[src/rtl/s_cntr.sv]
// s_cntr: enable-gated binary up-counter for the ADPLL datapath, built as one
// async-clear D flip-flop per bit with a synchronous carry-chain next state.

module s_cntr_dff (
  input  logic i_clk,
  input  logic i_rst,
  input  logic d,
  output logic q
);

  always_ff @(posedge i_clk or posedge i_rst) begin
    if (i_rst) q <= 1'b0;
    else       q <= d;
  end

endmodule

module s_cntr #(
  parameter int WIDTH    = 4,
  parameter int SATURATE = 0
) (
  input  logic             i_clk,
  input  logic             i_rst,
  input  logic             i_in,
  output logic [WIDTH-1:0] o_out
);

  logic [WIDTH-1:0] carry;
  logic [WIDTH-1:0] toggle;
  logic [WIDTH-1:0] d;
  logic             at_max;
  logic             hold;

  // carry[b] is high when counting is enabled and every bit below b is one
  assign carry[0] = i_in;
  assign at_max   = &o_out;
  assign hold     = (SATURATE != 0) && at_max;

  for (genvar b = 0; b < WIDTH; b++) begin : g_bit
    if (b < WIDTH - 1) begin : g_carry
      assign carry[b+1] = carry[b] & o_out[b];
    end

    assign toggle[b] = carry[b] & ~hold;
    assign d[b]      = o_out[b] ^ toggle[b];

    s_cntr_dff u_ff (
      .i_clk (i_clk),
      .i_rst (i_rst),
      .d     (d[b]),
      .q     (o_out[b])
    );
  end

endmodule

[config.mk]
export PLATFORM = sky130hd
export DESIGN_NAME = s_cntr
export DESIGN_NICKNAME = d
export VERILOG_FILES = /design/src/rtl/s_cntr.sv
export SDC_FILE = /design/constraint.sdc
export NUM_CORES = 1
export LEC_CHECK = 0
export CORE_AREA = 2 2 39 41
export CTS_CLUSTER_DIAMETER = 60
export DETAILED_ROUTE_END_ITERATION = 8
export DIE_AREA = 0 0 41 43
export MAX_ROUTING_LAYER = met4
export PLACE_DENSITY_LB_ADDON = 0.3
export SLEW_MARGIN = 20
export SYNTH_ARGS = -nofsm -noshare
export SYNTH_HDL_FRONTEND = slang
export SYNTH_SLANG_ARGS = --single-unit
export TNS_END_PERCENT = 20
[constraint.sdc]
create_clock -name i_clk -period 1.2 [get_ports i_clk]
set_clock_uncertainty 0.2 [all_clocks]
set_input_delay 0.24 -clock i_clk [delete_from_list [all_inputs] [get_ports i_clk]]
set_output_delay 0.24 -clock i_clk [all_outputs]
set_load 0.02 [all_outputs]
# Word level (Yosys, flattened, before mapping)
# Index checks and enable logic that the tools add are counted.
dict set report word_totals {
  ff_bits 4
  input_bits 3
  output_inout_bits 4
}
dict set report op_classes {
  bitwise_logic 7
}
# operator count
set ops {}
lappend ops {{1-bit bitwise XOR} 4}
lappend ops {{1-bit bitwise AND} 3}

# Longest topological paths before layout
# Gate-level depths: netlist of the first run.
dict set report depth {
  depth_word 4
  depth_mapped 4
  depth_no_buf 4
}

# Hierarchy
# Synthesis of the first run repeated with hierarchy kept, for this count alone.
dict set report unflattened {
  cells_unflattened 12
  area_unflattened_um2 161.4
}
# module instances cells_per_inst area_per_inst_um2
set modules_own_cells {}
lappend modules_own_cells {s_cntr_dff 4 2 28.8}
lappend modules_own_cells {s_cntr 1 4 46.3}

# Least setup slack after synthesis of the first run
# Ideal clock, no wire load.
dict set report synth_path {
  path_kind {reg-to-reg}
  from {reg g_bit[0].u_ff.q}
  to {reg g_bit[3].u_ff.q}
  arrival_ns 1.027
  path_slack_ns -0.150
  path_stages_with_launch 5
  synth_period_minus_slack_ns 1.350
  cell_sequence {dfrtp_1 -> ha_1 -> ha_1 -> ha_1 -> xor2_1}
}
dict set report synth_via {
  elab_chain_len 4
}
# item line
set synth_rtl {}
lappend synth_rtl {{start, declared} 8} ;# output logic q
lappend synth_rtl {{start signal, assigned} 12} ;# if (i_rst) q <= 1'b0;
lappend synth_rtl {{start signal, assigned} 13} ;# else q <= d;
lappend synth_rtl {{1-bit bitwise AND (3 in series)} 41} ;# assign carry[b+1] = carry[b] & o_out[b];
lappend synth_rtl {{1-bit bitwise XOR} 45} ;# assign d[b] = o_out[b] ^ toggle[b];
lappend synth_rtl {{via g_bit[3].u_ff.d} 7} ;# input logic d,
lappend synth_rtl {{end signal, assigned} 12}
lappend synth_rtl {{end signal, assigned} 13}
lappend synth_rtl {{end, declared} 8}
# The timed path passes the listed nets, and every way through them passes these cells.

# Worst setup path after layout of the first run
# Same ends and word-level chain as after synthesis.

==> summary.txt, run 1 <==
DR vias -> 111
Fin worst setup slack -> -0.101 ns
Diode count -> 0
CTS tree -> built
# rows -> 14
Largest net degree at the start of global routing -> 5
Fillers -> 151
Post-synthesis net count -> 19
Final min period -> 1.30 ns
FMAX -> 769 MHz
Pins Over Slew Limit -> 0
GPL Wtd Cong -> 0.621
Worst-skew pair later-pin latency -> 0.23 ns
WHS Endpoint -> g_bit[0].u_ff.q$_DFF_PP0_
RSZ-0062 raised after global routing -> true
Area of the multi-input gates -> 73.8 sq um
Number of setup buffers added after CTS -> 0
Wire length per cell -> 7.16 microns
Clk sink count -> 4
First-pass GRT wire length -> 538 microns
Dpl cells -> 34
Vias per cell -> 2.92
Root Driver -> clkbuf_4
Final hold violation count -> 0
Max reg flops -> 4
Top reg by flops -> g_bit.u_ff.q
Post-route insts no fill -> 38
Post-Route WL -> 272 microns
Clock buffer depth -> 2
Hold WS -> 0.190 ns
Worst hold start -> i_in
Total grt overflow -> 0
Hold crit path type -> primary input to flip-flop
Arrival @ worst endpoint -> 1.22 ns
Syn Std Cell Area -> 180 sq um
PwrDens -> 2630 nW/um^2
Seq cells post-synth -> 4
Crit Path Max Fanout -> 2
Share of cells above drive strength 1 -> 59.1%
Max VDD drop -> 0.915 mV
Final setup violation count -> 3
Syn Inst Count -> 13
# DRC -> 0
Total of max-cap violations -> 0
Area grow syn2layout -> 61.8%
Synth warn -> 0
Initial drt markers -> 0
Synth cell types -> 5
DIE AREA -> 1760 sq um
CP required -> 1.12 ns
Leakage power -> 0.138 nW
Period Utilization, post-route -> 108%
Initial Utilization -> 13.0%
I/O Buffers -> 6
CP startpoint kind -> flip-flop
CP Class -> flip-flop to flip-flop
Initial antenna violation count -> 0
Nets -> 30
Failing checks -> negative setup slack
Slew headroom -> 89.5%
Syn_area_per_cell -> 13.9 sq um
FF-to-FF setup slack -> -0.10 ns
Routed Antenna Nets -> 0
# IOs -> 7
Worst r2r src -> g_bit[0].u_ff.q$_DFF_PP0_
Worst R2R End -> g_bit[3].u_ff.q$_DFF_PP0_
Hold Crit Depth -> 2
H-Tree Depth -> 1
Die width -> 41 microns
Detailed Routing Iterations Pass 1 -> 1
Status -> finished, violations left
Num CTS Buffers -> 3
Worst-path clk slew -> 0.04 ns
Die height -> 43 microns
Biggest regs -> g_bit.u_ff.q (4)
Sequential Area -> 100 sq um
R2R depth -> 4
Number of global-route vias before repair -> 150
Total GRT Usage -> 5.16%
Core Area -> 1380 sq um
Seq/Total Area, Yosys -> 55.6%
Crit path capture type -> flip-flop
Worst-Margin Slew -> 0.157 ns
metrics by stage:
stage          instance area [sq um]  utilization [%]  power, mW  worst slack [ns]  setup TNS, ns
2_1_floorplan                    208                -      0.535            -0.103         -0.148
3_5_place_dp                     280             20.3      0.680            -0.404          -1.73
6_report                         292             21.1      0.767            -0.101         -0.138
3_3_place_gp                     280             20.3      0.665            -0.397          -1.68
5_1_grt                          292             21.1      0.854            -0.157         -0.365
4_1_cts                          292             21.1      0.788            -0.115         -0.203
logic make-up (layout without fill, tap and decap cells):
| family | count (synthesis) | in the layout | synth area share [%] |
|---|---|---|---|
| XOR/XNOR | 1 | 1 | 4.86 |
| buffers and inverters | 5 | 14 | 18.7 |
| adder cells (fa/ha/maj) | 3 | 3 | 20.8 |
| flip-flops | 4 | 4 | 55.6 |
critical path, stage by stage, from the launching register on:
cell     delay [ns]
dfrtp_1        0.37
ha_2           0.18
ha_4           0.16
ha_4           0.15
xor2_1         0.13
Yosys cell counts (all sizes together):
| cell type | count | area, sq um |
|---|---|---|
| inv | 1 | 3.75 |
| buf | 4 | 30.0 |
| xor2 | 1 | 8.76 |
| dfrtp | 4 | 100 |
| ha | 3 | 37.5 |
worst max-delay path by stage:
| stage | startpoint | to | slack (ns) | cells past startpoint |
|---|---|---|---|---|
| 6_report | g_bit[0].u_ff.q$_DFF_PP0_ | g_bit[3].u_ff.q$_DFF_PP0_ | -0.10 | 4 |
| 4_1_cts | g_bit[0].u_ff.q$_DFF_PP0_ | g_bit[3].u_ff.q$_DFF_PP0_ | -0.12 | 4 |
| 3_5_place_dp | i_in | g_bit[3].u_ff.q$_DFF_PP0_ | -0.40 | 5 |
| 5_1_grt | g_bit[0].u_ff.q$_DFF_PP0_ | g_bit[3].u_ff.q$_DFF_PP0_ | -0.16 | 4 |
| 2_1_floorplan | g_bit[0].u_ff.q$_DFF_PP0_ | g_bit[3].u_ff.q$_DFF_PP0_ | -0.10 | 4 |
| 3_3_place_gp | i_in | g_bit[3].u_ff.q$_DFF_PP0_ | -0.40 | 5 |
power by group:
part | switching [mW] | internal (mW)
sequential | 0.0317 | 0.208
combinational | 0.190 | 0.173
clock | 0.0534 | 0.112
area by class of cell:
cell class,instances,area share (%)
clock buffer,3,7.73
inverter,1,1.29
timing repair buffer,10,24.5
sequential,4,34.3
multi-input combinational,4,25.3
tap,16,6.87
timing repair:
item / CTS / global route
gates resized for setup: 17 / 0
endpoints found under the setup margin: 6 / 6
pin swaps: 2 / 0
endpoints found under the hold margin: 4 / 0
hold buffers: 1 / 0
metal layers:
metal  global-route usage (%)  part of all wire, %  vias up
met5                        -                    0        -
met4                     2.00                    0        0
met3                     6.28                   19        0
met2                     5.63                   35        8
met1                     5.52                   46       48
li1                         -                    -       55
placed cells by master, fill, tap and decap left out, drive strengths merged:
master	Yosys	routed
dlygate4sd2	0	1
dfrtp	4	4
dlygate4sd3	0	1
clkdlybuf4s50	0	1
clkbuf	0	3
buf	4	7
inv	1	1
xor2	1	1
ha	3	3
Note: power is estimated with default switching activity, not from simulation.
==> run 2: changes to the inputs <==
--- a/config.mk
+++ b/config.mk
@@ -5,6 +5,7 @@
 export SDC_FILE = /design/constraint.sdc
 export NUM_CORES = 1
 export LEC_CHECK = 0
+export CAP_MARGIN = 0
 export CORE_AREA = 2 2 39 41
 export CTS_CLUSTER_DIAMETER = 60
 export DETAILED_ROUTE_END_ITERATION = 8
==> results of run 2 <==
Final layout, timing and power as in run 1 (identical DEF).
==> run 3: changes to the inputs <==
--- a/config.mk
+++ b/config.mk
@@ -12,6 +12,7 @@
 export DIE_AREA = 0 0 41 43
 export MAX_ROUTING_LAYER = met4
 export PLACE_DENSITY_LB_ADDON = 0.3
+export SKIP_LAST_GASP = 1
 export SLEW_MARGIN = 20
 export SYNTH_ARGS = -nofsm -noshare
 export SYNTH_HDL_FRONTEND = slang
==> summary.txt, run 3 (synthesis gave the netlist of run 1 again) <==
Status -> finished, violations left
Failing checks -> negative setup slack
Hold WS -> 0.190 ns
Slew headroom -> 89.5%
Hold crit path type -> primary input to flip-flop
Worst-path clk slew -> 0.04 ns
DIE AREA -> 1760 sq um
PwrDens -> 2570 nW/um^2
CP required -> 1.12 ns
Biggest regs -> g_bit.u_ff.q (4)
Routed Antenna Nets -> 0
Die width -> 41 microns
Wire length per cell -> 7.03 microns
Final setup violation count -> 6
Core Area -> 1380 sq um
Max stage delay on crit path -> 0.37 ns
H-Tree Depth -> 1
Area grow syn2layout -> 75.7%
GPL Wtd Cong -> 0.621
Initial antenna violation count -> 0
Crit path capture type -> flip-flop
Final hold violation count -> 0
# DRC -> 0
CP Cell Sequence -> ha_2 -> ha_4 -> ha_4 -> xor2_1
Dpl cell area -> 280 sq um
I/O Buffers -> 6
Commonest non-fill, non-tap cells in the layout -> dfrtp_1, clkdlybuf4s15_2, clkbuf_4, buf_4, ha_4
Final Cell Area -> 317 sq um
Final min period -> 1.30 ns
Max reg flops -> 4
Worst-Margin Slew -> 0.158 ns
# rows -> 14
Most common cell on crit path -> ha_4
Crit Path Max Fanout -> 2
Clk sink count -> 4
Number of setup buffers added after CTS -> 0
Detailed Routing Iterations Pass 1 -> 1
DR vias -> 111
Worst-skew pair later-pin latency -> 0.23 ns
CTS tree -> built
First-pass GRT wire length -> 538 microns
Critical path's top delay family -> adder cells
Arrival @ worst endpoint -> 1.22 ns
Clock buffer depth -> 2
Critical path's slowest cell -> dfrtp_1
CP Class -> flip-flop to flip-flop
Pins Over Slew Limit -> 0
Top reg by flops -> g_bit.u_ff.q
Share of cells above drive strength 1 -> 59.1%
Initial drt markers -> 0
Diode count -> 0
Largest net degree at the start of global routing -> 5
Root Driver -> clkbuf_4
Post-route setup TNS -> -0.517 ns
Dpl cells -> 34
CP startpoint kind -> flip-flop
WP buf/inv -> 0
Nets -> 30
# IOs -> 7
Post-route insts no fill -> 38
Post-Route WL -> 267 microns
Fin worst setup slack -> -0.104 ns
Total GRT Usage -> 5.16%
Vias per cell -> 2.92
Num CTS Buffers -> 3
Period Utilization, post-route -> 109%
Initial Utilization -> 13.0%
Total of max-cap violations -> 0
Leakage power -> 0.141 nW
Max VDD drop -> 0.930 mV
Total grt overflow -> 0
FMAX -> 767 MHz
Number of global-route vias before repair -> 150
RSZ-0062 raised after global routing -> true
Die height -> 43 microns
run 3: cell types whose count changed in the layout (fill, tap and decap cells not counted):
cell / change
buf_2: -4
clkdlybuf4s15_2: +4
run 3: path summary, 6_finish.rpt:
| path | from | end | slack, ns | cells past startpoint |
|---|---|---|---|---|
| worst max-delay path | g_bit[0].u_ff.q$_DFF_PP0_ | g_bit[3].u_ff.q$_DFF_PP0_ | -0.10 | 4 |
| worst min-delay path | i_in | g_bit[0].u_ff.q$_DFF_PP0_ | 0.19 | 2 |
| worst max register to register | g_bit[0].u_ff.q$_DFF_PP0_ | g_bit[3].u_ff.q$_DFF_PP0_ | -0.10 | 4 |
| worst min register to register | g_bit[0].u_ff.q$_DFF_PP0_ | g_bit[0].u_ff.q$_DFF_PP0_ | 0.31 | 1 |
| max in group asynchronous | i_rst | g_bit[0].u_ff.q$_DFF_PP0_ | 0.09 | 3 |
| min in group asynchronous | i_rst | g_bit[3].u_ff.q$_DFF_PP0_ | 0.55 | 3 |
run 3: through the flow:
step / power, mW / util, % / setup slack, ns
after floorplan: 0.535 / - / -0.103
after global placement: 0.665 / 20.3 / -0.397
after detailed placement: 0.680 / 20.3 / -0.404
after CTS: 0.836 / 22.9 / -0.119
after global routing: 0.905 / 22.9 / -0.160
final: 0.815 / 22.9 / -0.104
run 3: repair_timing:
action	4_1_cts	5_1_grt
gates resized for setup	13	0
hold endpoints to repair	4	0
endpoints found under the setup margin	6	6
pin swaps	2	0
hold buffers	1	0
run 3: per-layer routing:
metal / global-route usage (%) / share of wire, % / vias up
li1: - / - / 55
met1: 5.52 / 46 / 48
met2: 5.63 / 36 / 8
met3: 6.28 / 18 / 0
met4: 2.00 / 0 / 0
met5: - / 0 / -
run 3: final cells by class:
type / instances / area (sq um)
inverter: 1 / 3.75
clock buffer: 3 / 22.5
fill: 149 / 1070
tap: 16 / 20.0
sequential: 4 / 100
timing repair buffer: 10 / 96.3
multi-input combinational: 4 / 73.8
run 3: power by group:
group          internal [mW]  switching [mW]
combinational          0.219           0.188
sequential             0.208          0.0345
clock                  0.112          0.0534
